==> src/rtl/cory_merge_if.sv <==
// Handshake bundle for the merge: R upstream streams in, one tagged stream out.
// The merge itself uses the slave view; whoever drives the inputs and sinks the output uses master.
interface cory_merge_if #(
   parameter int N = 8,
   parameter int S = 2
);
   localparam int R = 1 << S;
   localparam int D = N * R;

   logic [R-1:0] i_a_v;
   logic [D-1:0] i_a_d;
   logic [R-1:0] i_a_l;
   logic [R-1:0] o_a_r;
   logic         o_z_v;
   logic [N-1:0] o_z_d;
   logic         o_z_l;
   logic [S-1:0] o_z_s;
   logic         i_z_r;

   modport master (
      output i_a_v, i_a_d, i_a_l, i_z_r,
      input  o_a_r, o_z_v, o_z_d, o_z_l, o_z_s
   );

   modport slave (
      input  i_a_v, i_a_d, i_a_l, i_z_r,
      output o_a_r, o_z_v, o_z_d, o_z_l, o_z_s
   );
endinterface

==> src/rtl/cory_merge.sv <==
// R-to-1 stream merge: round-robin arbitration, held on one input until its packet ends.
// Each output beat is registered and tagged with the index of the input it came from.
module cory_merge #(
   parameter int N = 8,
   parameter int S = 2
) (
   input logic         clk,
   input logic         reset_n,
   cory_merge_if.slave bus
);
   localparam int R = 1 << S;

   typedef enum logic {ARB, LOCK} state_t;

   state_t       state, state_next;
   logic [S-1:0] lock_idx, lock_next;
   logic [S-1:0] ptr, ptr_next;
   logic [S-1:0] grant, cand;
   logic         grant_v, ld, xfer;

   logic         z_v, z_l;
   logic [N-1:0] z_d;
   logic [S-1:0] z_s;

   assign ld   = !z_v || bus.i_z_r;
   assign xfer = ld && grant_v;

   // Scan downward so the last hit is the first input after ptr; the wrap is free since R = 2**S.
   always_comb begin
      grant_v = 1'b0;
      grant   = '0;
      cand    = '0;
      if (state == LOCK) begin
         grant_v = bus.i_a_v[lock_idx];
         grant   = lock_idx;
      end else begin
         for (int i = R; i >= 1; i--) begin
            cand = ptr + S'(i);
            if (bus.i_a_v[cand]) begin
               grant_v = 1'b1;
               grant   = cand;
            end
         end
      end
   end

   assign bus.o_a_r = xfer ? (R'(1) << grant) : '0;

   always_ff @(posedge clk or negedge reset_n) begin
      if (!reset_n) begin
         z_v <= 1'b0;
         z_d <= '0;
         z_l <= 1'b0;
         z_s <= '0;
      end else if (ld) begin
         if (xfer) begin
            z_v <= 1'b1;
            z_d <= bus.i_a_d[int'(grant) * N +: N];
            z_l <= bus.i_a_l[grant];
            z_s <= grant;
         end else begin
            z_v <= 1'b0;
         end
      end
   end

   assign bus.o_z_v = z_v;
   assign bus.o_z_d = z_d;
   assign bus.o_z_l = z_l;
   assign bus.o_z_s = z_s;

   always_ff @(posedge clk or negedge reset_n) begin
      if (!reset_n) begin
         state    <= ARB;
         lock_idx <= '0;
         ptr      <= S'(R - 1);
      end else begin
         state    <= state_next;
         lock_idx <= lock_next;
         ptr      <= ptr_next;
      end
   end

   // A transfer always moves the pointer; only the last flag decides whether we hold the input.
   always_comb begin
      state_next = state;
      lock_next  = lock_idx;
      ptr_next   = ptr;
      if (xfer) begin
         ptr_next = grant;
         case (state)
            ARB: begin
               if (!bus.i_a_l[grant]) begin
                  state_next = LOCK;
                  lock_next  = grant;
               end
            end
            LOCK: begin
               if (bus.i_a_l[grant]) state_next = ARB;
            end
            default: state_next = ARB;
         endcase
      end
   end

`ifdef SIM
   if (S < 1 || S > 4) begin : g_bad_s
      $error("cory_merge: S=%0d outside supported range 1..4", S);
   end

   always_ff @(posedge clk) begin
      if (reset_n && !$onehot0(bus.o_a_r))
         $error("cory_merge: more than one o_a_r bit high (%b)", bus.o_a_r);
   end
`endif
endmodule

==> src/flat_wrapper.sv <==
// flat-port wrapper written by rule: the top's interface ports become plain ports
module cory_merge_flat 
#(
   parameter int N = 8,
   parameter int S = 2
)
  (clk, reset_n, bus_i_a_v, bus_i_a_d, bus_i_a_l, bus_i_z_r, bus_o_a_r, bus_o_z_v, bus_o_z_d, bus_o_z_l, bus_o_z_s);
  cory_merge_if #(.N(N), .S(S)) bus_i ();
  input logic clk;
  input logic reset_n;
  input wire logic [$bits(bus_i.i_a_v)-1:0] bus_i_a_v;
  input wire logic [$bits(bus_i.i_a_d)-1:0] bus_i_a_d;
  input wire logic [$bits(bus_i.i_a_l)-1:0] bus_i_a_l;
  input wire logic [$bits(bus_i.i_z_r)-1:0] bus_i_z_r;
  output wire logic [$bits(bus_i.o_a_r)-1:0] bus_o_a_r;
  output wire logic [$bits(bus_i.o_z_v)-1:0] bus_o_z_v;
  output wire logic [$bits(bus_i.o_z_d)-1:0] bus_o_z_d;
  output wire logic [$bits(bus_i.o_z_l)-1:0] bus_o_z_l;
  output wire logic [$bits(bus_i.o_z_s)-1:0] bus_o_z_s;
  assign bus_i.i_a_v = bus_i_a_v;
  assign bus_i.i_a_d = bus_i_a_d;
  assign bus_i.i_a_l = bus_i_a_l;
  assign bus_i.i_z_r = bus_i_z_r;
  assign bus_o_a_r = bus_i.o_a_r;
  assign bus_o_z_v = bus_i.o_z_v;
  assign bus_o_z_d = bus_i.o_z_d;
  assign bus_o_z_l = bus_i.o_z_l;
  assign bus_o_z_s = bus_i.o_z_s;
  cory_merge #(.N(N), .S(S)) u_core (.clk(clk), .reset_n(reset_n), .bus(bus_i));
endmodule
==> config.mk <==
export PLATFORM = sky130hd
export DESIGN_NAME = cory_merge_flat
export DESIGN_NICKNAME = d
export VERILOG_FILES = /design/src/rtl/cory_merge_if.sv /design/src/rtl/cory_merge.sv /design/src/flat_wrapper.sv
export SDC_FILE = /design/constraint.sdc
export NUM_CORES = 1
export LEC_CHECK = 0
export ABC_AREA = 1
export BUFFER_PORTS_ARGS = -buffer_cell sky130_fd_sc_hd__clkbuf_2
export CAP_MARGIN = 25
export CORE_AREA = 5 5 62 64
export CTS_BUF_LIST = sky130_fd_sc_hd__clkbuf_2 sky130_fd_sc_hd__clkbuf_4 sky130_fd_sc_hd__clkbuf_8
export DETAILED_ROUTE_END_ITERATION = 10
export DIE_AREA = 0 0 67 69
export HOLD_SLACK_MARGIN = 0.12
export PLACE_DENSITY = 0.84
export REMOVE_ABC_BUFFERS = 1
export SLEW_MARGIN = 20
export SYNTH_ARGS = -nofsm -noshare
export SYNTH_HDL_FRONTEND = slang
export SYNTH_SLANG_ARGS = --single-unit
export TNS_END_PERCENT = 100
==> constraint.sdc <==
create_clock -name clk -period 2.6 [get_ports clk]
set_input_delay 0.78 -clock clk [delete_from_list [all_inputs] [get_ports clk]]
set_output_delay 0.78 -clock clk [all_outputs]
set_load 0.02 [all_outputs]
==> impl_metrics.env, run 1 <==
export IMPL_status="finished with violations"
export IMPL_violations="negative setup slack"
export IMPL_cpMaxStageDelayCell="dfstp_2"
export IMPL_drv_cap=0
export IMPL_worst_setup_path_start_kind="register"
export IMPL_fin_skew_ns=0.0101
export IMPL_grt_max_degree=18
export IMPL_hpwl_mm=2.95
export IMPL_yosysWarningCount=0
export IMPL_crit_required_ns=1.82
export IMPL_p_leak_nw=1.07
export IMPL_synthesis_area_mm2=0.00135
export IMPL_crit_family="simple AND/OR/NAND/NOR gates"
export IMPL_worst_setup_path_type="reg -> out"
export IMPL_p_per_area_mw_per_mm2=1620
export IMPL_r2r_start="u_core.ptr[1]$_DFFE_PN1P_"
export IMPL_syn_area_per_cell_um2=6.52
export IMPL_drt_iter0_markers=72
export IMPL_hp_class="in -> async"
export IMPL_grt_usage_pct=16.8
export IMPL_antenna_cells=0
export IMPL_cts_sinks=17
export IMPL_drtAntennaViolNets=0
export IMPL_rr_endpoint="u_core.lock_idx[0]$_DFFE_PN0P_"
export IMPL_hold_viol=0
export IMPL_period_share_pct=111
export IMPL_cts_max_level=1
export IMPL_coreArea_mm2=0.00323
export IMPL_globalplace_congestion=0.843
export IMPL_dp_slack_ns=-0.333
export IMPL_initial_core_util_pct=41.8
export IMPL_cts_tree="built"
export IMPL_cp_common_cell="nand2_2"
export IMPL_setup_tns_ns=-1.03
export IMPL_peakVddDrop_mv=1.07
export IMPL_remaining_drc_errors=0
export IMPL_p_switching_w=0.00163
export IMPL_cts_root_buf="clkbuf_4"
export IMPL_final_cell_mix="nand2_1 (66), clkbuf_2 (54), nand3_1 (23)"
export IMPL_pwr_share_seq_pct=16.8
export IMPL_regArea_um2=428
export IMPL_final_util_pct=58.9
export IMPL_grt_overflow=0
export IMPL_cp_max_fo=9
export IMPL_clk_pin_slew_ns=0.11
export IMPL_postSynthCellCount=207
export IMPL_drt_vias_per_instance=4.67
export IMPL_rsz0062_at_grt="yes"
export IMPL_cp_end_kind="output pin"
export IMPL_r2r_cells=16
export IMPL_clock_latency_ns=0.29
export IMPL_slew_viol_final=0
export IMPL_io_buffers=58
export IMPL_wl_per_cell_um=11.2
export IMPL_setup_violations=4
export IMPL_rows=21
export IMPL_worst_pin_slew_ns=0.429
export IMPL_cts_path_max_buffers=2
export IMPL_die_h_um=69
export IMPL_final_common_cell="nand2_1"
export IMPL_layout_nets=326
export IMPL_critical_path_cell_chain="buf_12, nand2_2, o21ai_2, nand2_2, nand2_2, nand2_2, nand2_2, nand2_2, nand3_4, nand2_4, buf_4, nor3_2, buf_4"
export IMPL_p_sw_share_pct=52.7
export IMPL_routed_via_count=1532
export IMPL_period_needed_ns=2.88
export IMPL_die_area_mm2=0.00462
export IMPL_grt_pass1_vias=1455
export IMPL_max_stage_delay_ns=0.61
export IMPL_syn2layout_area_growth_pct=41.0
export IMPL_ios=59
export IMPL_postLayoutSetupSlackWorst_ns=-0.284
export IMPL_multi_input_area_um2=823
export IMPL_yosysSeqAreaShare_pct=31.7
export IMPL_fillers=297
export IMPL_die_x_um=67
export IMPL_routed_wl_mm=3.66
export IMPL_comb_power_share_pct=78.5
export IMPL_post_cts_buffers=0
export IMPL_relSlewSlack_pct=71.4
export IMPL_max_freq_ghz=0.347
export IMPL_drive_gt1_share_pct=41.5
export IMPL_clkPwrFrac_pct=4.7
export IMPL_p_int_w=0.00146
export IMPL_crit_arrival_ns=2.10
export IMPL_antenna_found_initial=0
export IMPL_synth_seq_cells=17
export IMPL_grt_pass1_wl_mm=6.35
export IMPL_cts_buffers=3
export IMPL_ys_types=23
export IMPL_critical_path_buf_inv_count=3
export IMPL_rrSetupSlack_ns=0.34
export IMPL_first_pass_iters=4
## worst register-to-register path: stages (launching register included)
cell and delay (ns):
dfstp_2 0.58, inv_1 0.09, nand2_1 0.09, nand2_2 0.07
nand2_1 0.07, nand2_1 0.05, inv_2 0.08, nand3_1 0.11
o211ai_4 0.29, buf_4 0.18, buf_4 0.16, inv_2 0.10
nand2_1 0.07, inv_1 0.06, nand3_1 0.09, nand2_1 0.05
nand2_1 0.05
## flip-flops by register name (all words and copies together) (netlist names)
name	count
u_core.bus.o_z_d	8
u_core.bus.o_z_l	1
u_core.bus.o_z_s	2
u_core.bus.o_z_v	1
u_core.lock_idx	2
u_core.ptr	2
u_core.state	1
## cell type report
| cell class | instances | area share, % |
|---|---|---|
| clock buffers | 3 | 1.18 |
| repair buffers | 76 | 23.9 |
| flip-flops and latches | 17 | 22.5 |
| well taps | 46 | 3.02 |
| clock inverters | 1 | 0.263 |
| multi-input cells | 156 | 43.3 |
| inverters | 29 | 5.85 |
## cell usage after synthesis
| cell | n | share of area [%] |
|---|---|---|
| o21ai_2 | 2 | 1.3 |
| o211ai_1 | 8 | 4.4 |
| nor2_1 | 12 | 3.3 |
| buf_6 | 3 | 2.5 |
| nand3_1 | 25 | 9.3 |
| buf_2 | 2 | 0.74 |
| a21oi_1 | 4 | 1.5 |
| or2_2 | 4 | 1.9 |
| nand2_2 | 10 | 4.6 |
| dfstp_2 | 2 | 3.9 |
| o21ai_1 | 4 | 1.5 |
| inv_2 | 4 | 1.1 |
| or2_1 | 4 | 1.9 |
| dfrtp_1 | 15 | 28 |
| nand3b_1 | 4 | 2.2 |
| o21ai_0 | 6 | 2.2 |
| nor3_1 | 1 | 0.37 |
| o211ai_2 | 1 | 0.93 |
| nand3_4 | 1 | 1.3 |
| nand2_4 | 1 | 0.83 |
| nand2_1 | 68 | 19 |
| inv_1 | 25 | 7.0 |
| o21a_1 | 1 | 0.56 |
## power groups by stage
stage	Clock, W	Combinational (W)	Sequential [W]
floorplan	0	0.00129	0.000634
global placement	0	0.00221	0.000520
detailed placement	0	0.00225	0.000517
CTS	0.000145	0.00237	0.000519
global route	0.000159	0.00270	0.000537
finish	0.000144	0.00243	0.000519
## routing by layer
metal | vias up | GRT usage [%] | share of wire, %
li1 | 804 | - | -
met1 | 684 | 22.3 | 45
met2 | 39 | 27.7 | 50
met3 | 5 | 2.92 | 4.9
met4 | 0 | 4.05 | 1.0
met5 | - | 0 | 0
## worst max-delay path by stage
stage,from,end,slack (ns),cells after the start
2_1_floorplan,bus_i_a_v[1],bus_o_a_r[3],-0.43,12
3_3_place_gp,bus_i_a_v[0],bus_o_a_r[1],-0.31,11
3_5_place_dp,bus_i_a_v[1],bus_o_a_r[0],-0.33,14
4_1_cts,u_core.ptr[0]$_DFFE_PN1P_,bus_o_a_r[0],-0.30,14
5_1_grt,u_core.ptr[0]$_DFFE_PN1P_,bus_o_a_r[1],-0.41,13
6_report,u_core.ptr[0]$_DFFE_PN1P_,bus_o_a_r[1],-0.28,13
## metrics by stage
step	total power (W)	cell area, um^2	cells	hold WS (ns)
after floorplan	0.00192	1310	202	0.464
after global placement	0.00273	1800	324	0.465
after detailed placement	0.00277	1800	324	0.466
after CTS	0.00304	1880	328	0.410
after global routing	0.00340	1900	328	0.422
final	0.00309	1900	328	0.399
## what timing repair did
item,in CTS,in global routing
hold endpoints to repair,0,0
endpoints found under the setup margin,4,4
pin swaps,1,1
gates resized for setup,16,10
hold buffers,0,0
## cells by family after synthesis
group	count (synthesis)	share of synthesized area (%)
AOI/OAI and AO/OA	26	12.4
and+or+nand+nor	130	44.6
DFF	17	31.7
buffers and inverters	34	11.3
Power figures use the tool's default switching activity.
==> inputs of run 2 (changes only) <==
--- a/config.mk
+++ b/config.mk
@@ -19,4 +19,4 @@
 export SYNTH_ARGS = -nofsm -noshare
 export SYNTH_HDL_FRONTEND = slang
 export SYNTH_SLANG_ARGS = --single-unit
-export TNS_END_PERCENT = 100
+export TNS_END_PERCENT = 10
==> impl_metrics.env, run 2 (synthesis results as in run 1) <==
export IMPL_status="finished with violations"
export IMPL_violations="negative setup slack"
export IMPL_rows=21
export IMPL_routed_top_layer="met4"
export IMPL_final_cell_mix="nand2_1 (66), clkbuf_2 (54), nand3_1 (23)"
export IMPL_coreArea_mm2=0.00323
export IMPL_drive_gt1_share_pct=41.1
export IMPL_worst_pin_slew_ns=0.430
export IMPL_r2r_cells=16
export IMPL_clock_latency_ns=0.29
export IMPL_worst_setup_path_start_kind="register"
export IMPL_cts_path_max_buffers=2
export IMPL_die_x_um=67
export IMPL_p_per_area_mw_per_mm2=1630
export IMPL_ios=59
export IMPL_routed_wl_mm=3.70
export IMPL_crit_required_ns=1.82
export IMPL_final_common_cell="nand2_1"
export IMPL_max_freq_ghz=0.348
export IMPL_clk_pin_slew_ns=0.10
export IMPL_grt_pass1_vias=1456
export IMPL_antenna_found_initial=0
export IMPL_hpwl_mm=2.95
export IMPL_power_w=0.00309
export IMPL_remaining_drc_errors=0
export IMPL_drt_iter0_markers=64
export IMPL_rsz0062_at_grt="yes"
export IMPL_peakVddDrop_mv=1.01
export IMPL_route_met2_wl_mm=1.83
export IMPL_syn2layout_area_growth_pct=40.8
export IMPL_slew_viol_final=0
export IMPL_grt_overflow=0
export IMPL_period_share_pct=111
export IMPL_cts_sinks=17
export IMPL_grt_max_degree=18
export IMPL_antenna_cells=0
export IMPL_cp_max_fo=9
export IMPL_relSlewSlack_pct=71.3
export IMPL_r2r_start="u_core.ptr[1]$_DFFE_PN1P_"
export IMPL_layout_nets=326
export IMPL_routed_via_count=1530
export IMPL_drtAntennaViolNets=0
export IMPL_setup_violations=4
export IMPL_period_needed_ns=2.87
export IMPL_hp_class="in -> async"
export IMPL_cts_buffers=3
export IMPL_fin_skew_ns=0.00546
export IMPL_p_leak_nw=1.08
export IMPL_grt_usage_pct=16.8
export IMPL_die_h_um=69
export IMPL_drv_cap=0
export IMPL_largest_register_ffs=8
export IMPL_cts_root_buf="clkbuf_4"
export IMPL_first_pass_iters=4
export IMPL_cp_end_kind="output pin"
export IMPL_final_area_mm2=0.00190
export IMPL_postPlaceCellArea_mm2=0.00180
export IMPL_rr_endpoint="u_core.lock_idx[0]$_DFFE_PN0P_"
export IMPL_dp_slack_ns=-0.333
export IMPL_drt_vias_per_instance=4.66
export IMPL_met1_length_mm=1.69
export IMPL_wl_met3_um=159
export IMPL_crit_arrival_ns=2.09
export IMPL_io_buffers=58
export IMPL_die_area_mm2=0.00462
export IMPL_worst_setup_path_type="reg -> out"
export IMPL_hold_buffers=0
export IMPL_initial_core_util_pct=41.8
export IMPL_grt_pass1_wl_mm=6.35
export IMPL_cts_tree="built"
export IMPL_hold_viol=0
export IMPL_globalplace_congestion=0.843
export IMPL_post_cts_buffers=0
export IMPL_postLayoutSetupSlackWorst_ns=-0.275
export IMPL_fillers=299
export IMPL_rrSetupSlack_ns=0.35
export IMPL_wl_per_cell_um=11.3
export IMPL_cts_max_level=1
export IMPL_holdWs_ns=0.406
## run 2: cell counts in the layout (fill, tap and decap cells not counted)
Identical to the previous run, type by type.
## run 2: where the power goes
group	switching, W	total, W	internal [W]
sequential	0.0000974	0.000519	0.000422
clock	0.0000834	0.000140	0.0000571
combinational	0.00145	0.00243	0.000980
## run 2: timing repair
action,4_1_cts,5_1_grt
pin swaps,1,1
hold endpoints to repair,0,0
endpoints found under the setup margin,4,4
gates resized for setup,16,9
## run 2: final cells by class
type,count,area (um^2),area share [%]
Multi-Input combinational cell,156,821,43.2
Clock buffer,3,22.5,1.18
Sequential cell,17,428,22.5
Timing Repair Buffer,76,455,24.0
Inverter,29,111,5.86
Tap cell,46,57.6,3.03
Clock inverter,1,5.00,0.263
## run 2: routing by layer
layer,up-vias,track usage [%]
met3,4,2.92
li1,806,-
met4,0,4.05
met5,-,0
met2,35,27.7
met1,685,22.3
## run 2: stage by stage
stage / utilization [%] / setup TNS, ns / std cells
after detailed placement: 55.7 / -1.15 / 324
after global routing: 58.8 / -1.51 / 328
after floorplan: - / -1.39 / 202
after CTS: 58.0 / -1.17 / 328
after global placement: 55.7 / -1.03 / 324
final: 58.8 / -1.00 / 328
## run 2: worst max-delay path, cell delays in order (launching register included)
cell and delay [ns]:
dfstp_2 0.61, buf_12 0.14, nand2_2 0.05, o21ai_2 0.08, nand2_2 0.09, nand2_2 0.08, nand2_2 0.08, nand2_2 0.06
nand2_2 0.06, nand3_4 0.07, nand2_4 0.06, buf_4 0.14, nor3_2 0.14, buf_4 0.16
## run 2: how the worst max path moves through the flow
| stage | start | to | slack, ns | cells past startpoint |
|---|---|---|---|---|
| 5_1_grt | u_core.ptr[0]$_DFFE_PN1P_ | bus_o_a_r[2] | -0.40 | 14 |
| 6_report | u_core.ptr[0]$_DFFE_PN1P_ | bus_o_a_r[1] | -0.27 | 13 |
| 2_1_floorplan | bus_i_a_v[1] | bus_o_a_r[3] | -0.43 | 12 |
| 3_5_place_dp | bus_i_a_v[1] | bus_o_a_r[0] | -0.33 | 14 |
| 4_1_cts | u_core.ptr[0]$_DFFE_PN1P_ | bus_o_a_r[0] | -0.30 | 14 |
| 3_3_place_gp | bus_i_a_v[0] | bus_o_a_r[1] | -0.31 | 11 |
==> inputs of run 3 (changes only) <==
==> constraint.sdc (replaced) <==
create_clock -name clk -period 2.6 [get_ports clk]
set_input_delay 0.39 -clock clk [delete_from_list [all_inputs] [get_ports clk]]
set_output_delay 0.39 -clock clk [all_outputs]
set_load 0.02 [all_outputs]
==> impl_metrics.env, run 3 (synthesis results as in run 1) <==
export IMPL_die_x_um=67
export IMPL_coreArea_mm2=0.00323
export IMPL_worst_setup_path_start_kind="register"
export IMPL_setup_violations=0
export IMPL_p_switching_w=0.00184
export IMPL_clkPwrFrac_pct=4.5
export IMPL_hold_depth=3
export IMPL_cts_tree="built"
export IMPL_postPlaceCellArea_mm2=0.00171
export IMPL_status="finished clean"
export IMPL_pwr_share_seq_pct=15.1
export IMPL_drtAntennaViolNets=0
export IMPL_p_per_area_mw_per_mm2=1720
export IMPL_initial_core_util_pct=41.8
export IMPL_clk_pin_slew_ns=0.10
export IMPL_crit_required_ns=2.21
export IMPL_max_freq_ghz=0.385
export IMPL_final_area_mm2=0.00202
export IMPL_hp_class="in -> reg"
export IMPL_die_area_mm2=0.00462
export IMPL_largest_register_ffs=8
export IMPL_cts_max_level=1
export IMPL_clock_latency_ns=0.28
export IMPL_comb_power_share_pct=80.5
export IMPL_antenna_cells=0
export IMPL_dp_slack_ns=0.169
export IMPL_grt_usage_pct=18.2
export IMPL_cp_end_kind="output pin"
export IMPL_drive_gt1_share_pct=44.1
export IMPL_grt_max_degree=18
export IMPL_final_common_cell="nand2_1"
export IMPL_period_share_pct=99.9
export IMPL_first_pass_iters=4
export IMPL_p_int_w=0.00164
export IMPL_ios=59
export IMPL_crit_arrival_ns=2.21
export IMPL_postLayoutSetupSlackWorst_ns=0.00249
export IMPL_routed_wl_mm=4.48
export IMPL_hpwl_mm=3.07
export IMPL_die_h_um=69
export IMPL_grt_overflow=0
export IMPL_worst_setup_path_type="reg -> out"
export IMPL_rrSetupSlack_ns=0.27
export IMPL_peakVddDrop_mv=1.14
export IMPL_holdWs_ns=0.359
export IMPL_io_buffers=58
export IMPL_rsz0062_at_grt="yes"
export IMPL_period_needed_ns=2.60
export IMPL_wl_per_cell_um=13.4
export IMPL_syn2layout_area_growth_pct=49.9
export IMPL_layout_nets=332
export IMPL_remaining_drc_errors=0
export IMPL_slew_viol_final=0
export IMPL_drt_vias_per_instance=5.07
export IMPL_routed_via_count=1695
export IMPL_cp_max_fo=5
export IMPL_rows=21
export IMPL_cts_sinks=17
export IMPL_p_leak_nw=1.12
export IMPL_final_cell_mix="nand2_1 (62), clkbuf_2 (54), inv_1 (22), nand3_1 (22), buf_4 (17)"
export IMPL_antenna_found_initial=0
export IMPL_grt_pass1_wl_mm=6.95
export IMPL_power_w=0.00348
export IMPL_r2r_cells=15
export IMPL_final_util_pct=62.6
export IMPL_cts_buffers=3
export IMPL_grt_pass1_vias=1650
export IMPL_relSlewSlack_pct=68.7
export IMPL_drt_iter0_markers=103
export IMPL_hold_viol=0
export IMPL_worst_pin_slew_ns=0.464
export IMPL_cts_path_max_buffers=2
export IMPL_globalplace_congestion=0.946
export IMPL_cts_root_buf="clkbuf_4"
export IMPL_fin_skew_ns=0.000966
export IMPL_drv_cap=0
export IMPL_p_sw_share_pct=52.8
## run 3: final cells by class
class,count,area (um^2)
Multi-Input combinational cell,156,876
Fill cell,287,1210
Tap cell,46,57.6
Clock buffer,4,30.0
Sequential cell,17,428
Inverter,29,111
Timing Repair Buffer,82,520
## run 3: stage by stage
stage          TNS (ns)  cells
3_3_place_gp          0    314
4_1_cts               0    327
5_1_grt          -0.420    334
3_5_place_dp          0    314
6_report              0    334
2_1_floorplan         0    202
## run 3: worst paths after layout
kind | startpoint | endpoint
max | u_core.ptr[0]$_DFFE_PN1P_ | bus_o_a_r[2]
min | bus_i_a_d[21] | u_core.bus.o_z_d[5]$_DFFE_PN0P_
max reg2reg | u_core.ptr[0]$_DFFE_PN1P_ | u_core.bus.o_z_d[7]$_DFFE_PN0P_
min reg2reg | u_core.bus.o_z_d[1]$_DFFE_PN0P_ | u_core.bus.o_z_d[1]$_DFFE_PN0P_
max in group asynchronous | reset_n | u_core.ptr[0]$_DFFE_PN1P_
min in group asynchronous | reset_n | u_core.bus.o_z_v$_DFFE_PN0P_
## run 3: critical path, cell delays in order (launching register included)
cell     delay, ns
dfstp_2       0.63
buf_6         0.14
nand2_4       0.05
o21ai_4       0.07
nand2_2       0.11
nand2_4       0.08
nand2_2       0.07
nand3_2       0.09
nand3_4       0.12
nand2_8       0.08
inv_2         0.06
nor2_4        0.10
inv_2         0.07
nor2_1        0.10
buf_4         0.15
## run 3: what timing repair did
action	CTS	global route
resized for setup	3	43
hold buffers	1	0
endpoints found under the hold margin	15	0
endpoints found under the setup margin	4	4
pin swaps	0	8
buffers inserted	8	7
## run 3: routing by layer
metal | track usage (%) | wire, um | up-vias
met1 | 22.0 | 1760 | 785
met5 | 0 | 0 | -
met2 | 31.0 | 2340 | 79
met3 | 3.57 | 262 | 14
li1 | - | - | 817
met4 | 7.21 | 123 | 0
## run 3: power by group through the flow
stage	clock, W	combinational, W	sequential, W
after global placement	0	0.00200	0.000536
after global routing	0.000172	0.00306	0.000538
final	0.000156	0.00280	0.000524
after detailed placement	0	0.00205	0.000539
after floorplan	0	0.00129	0.000634
after CTS	0.000155	0.00226	0.000518
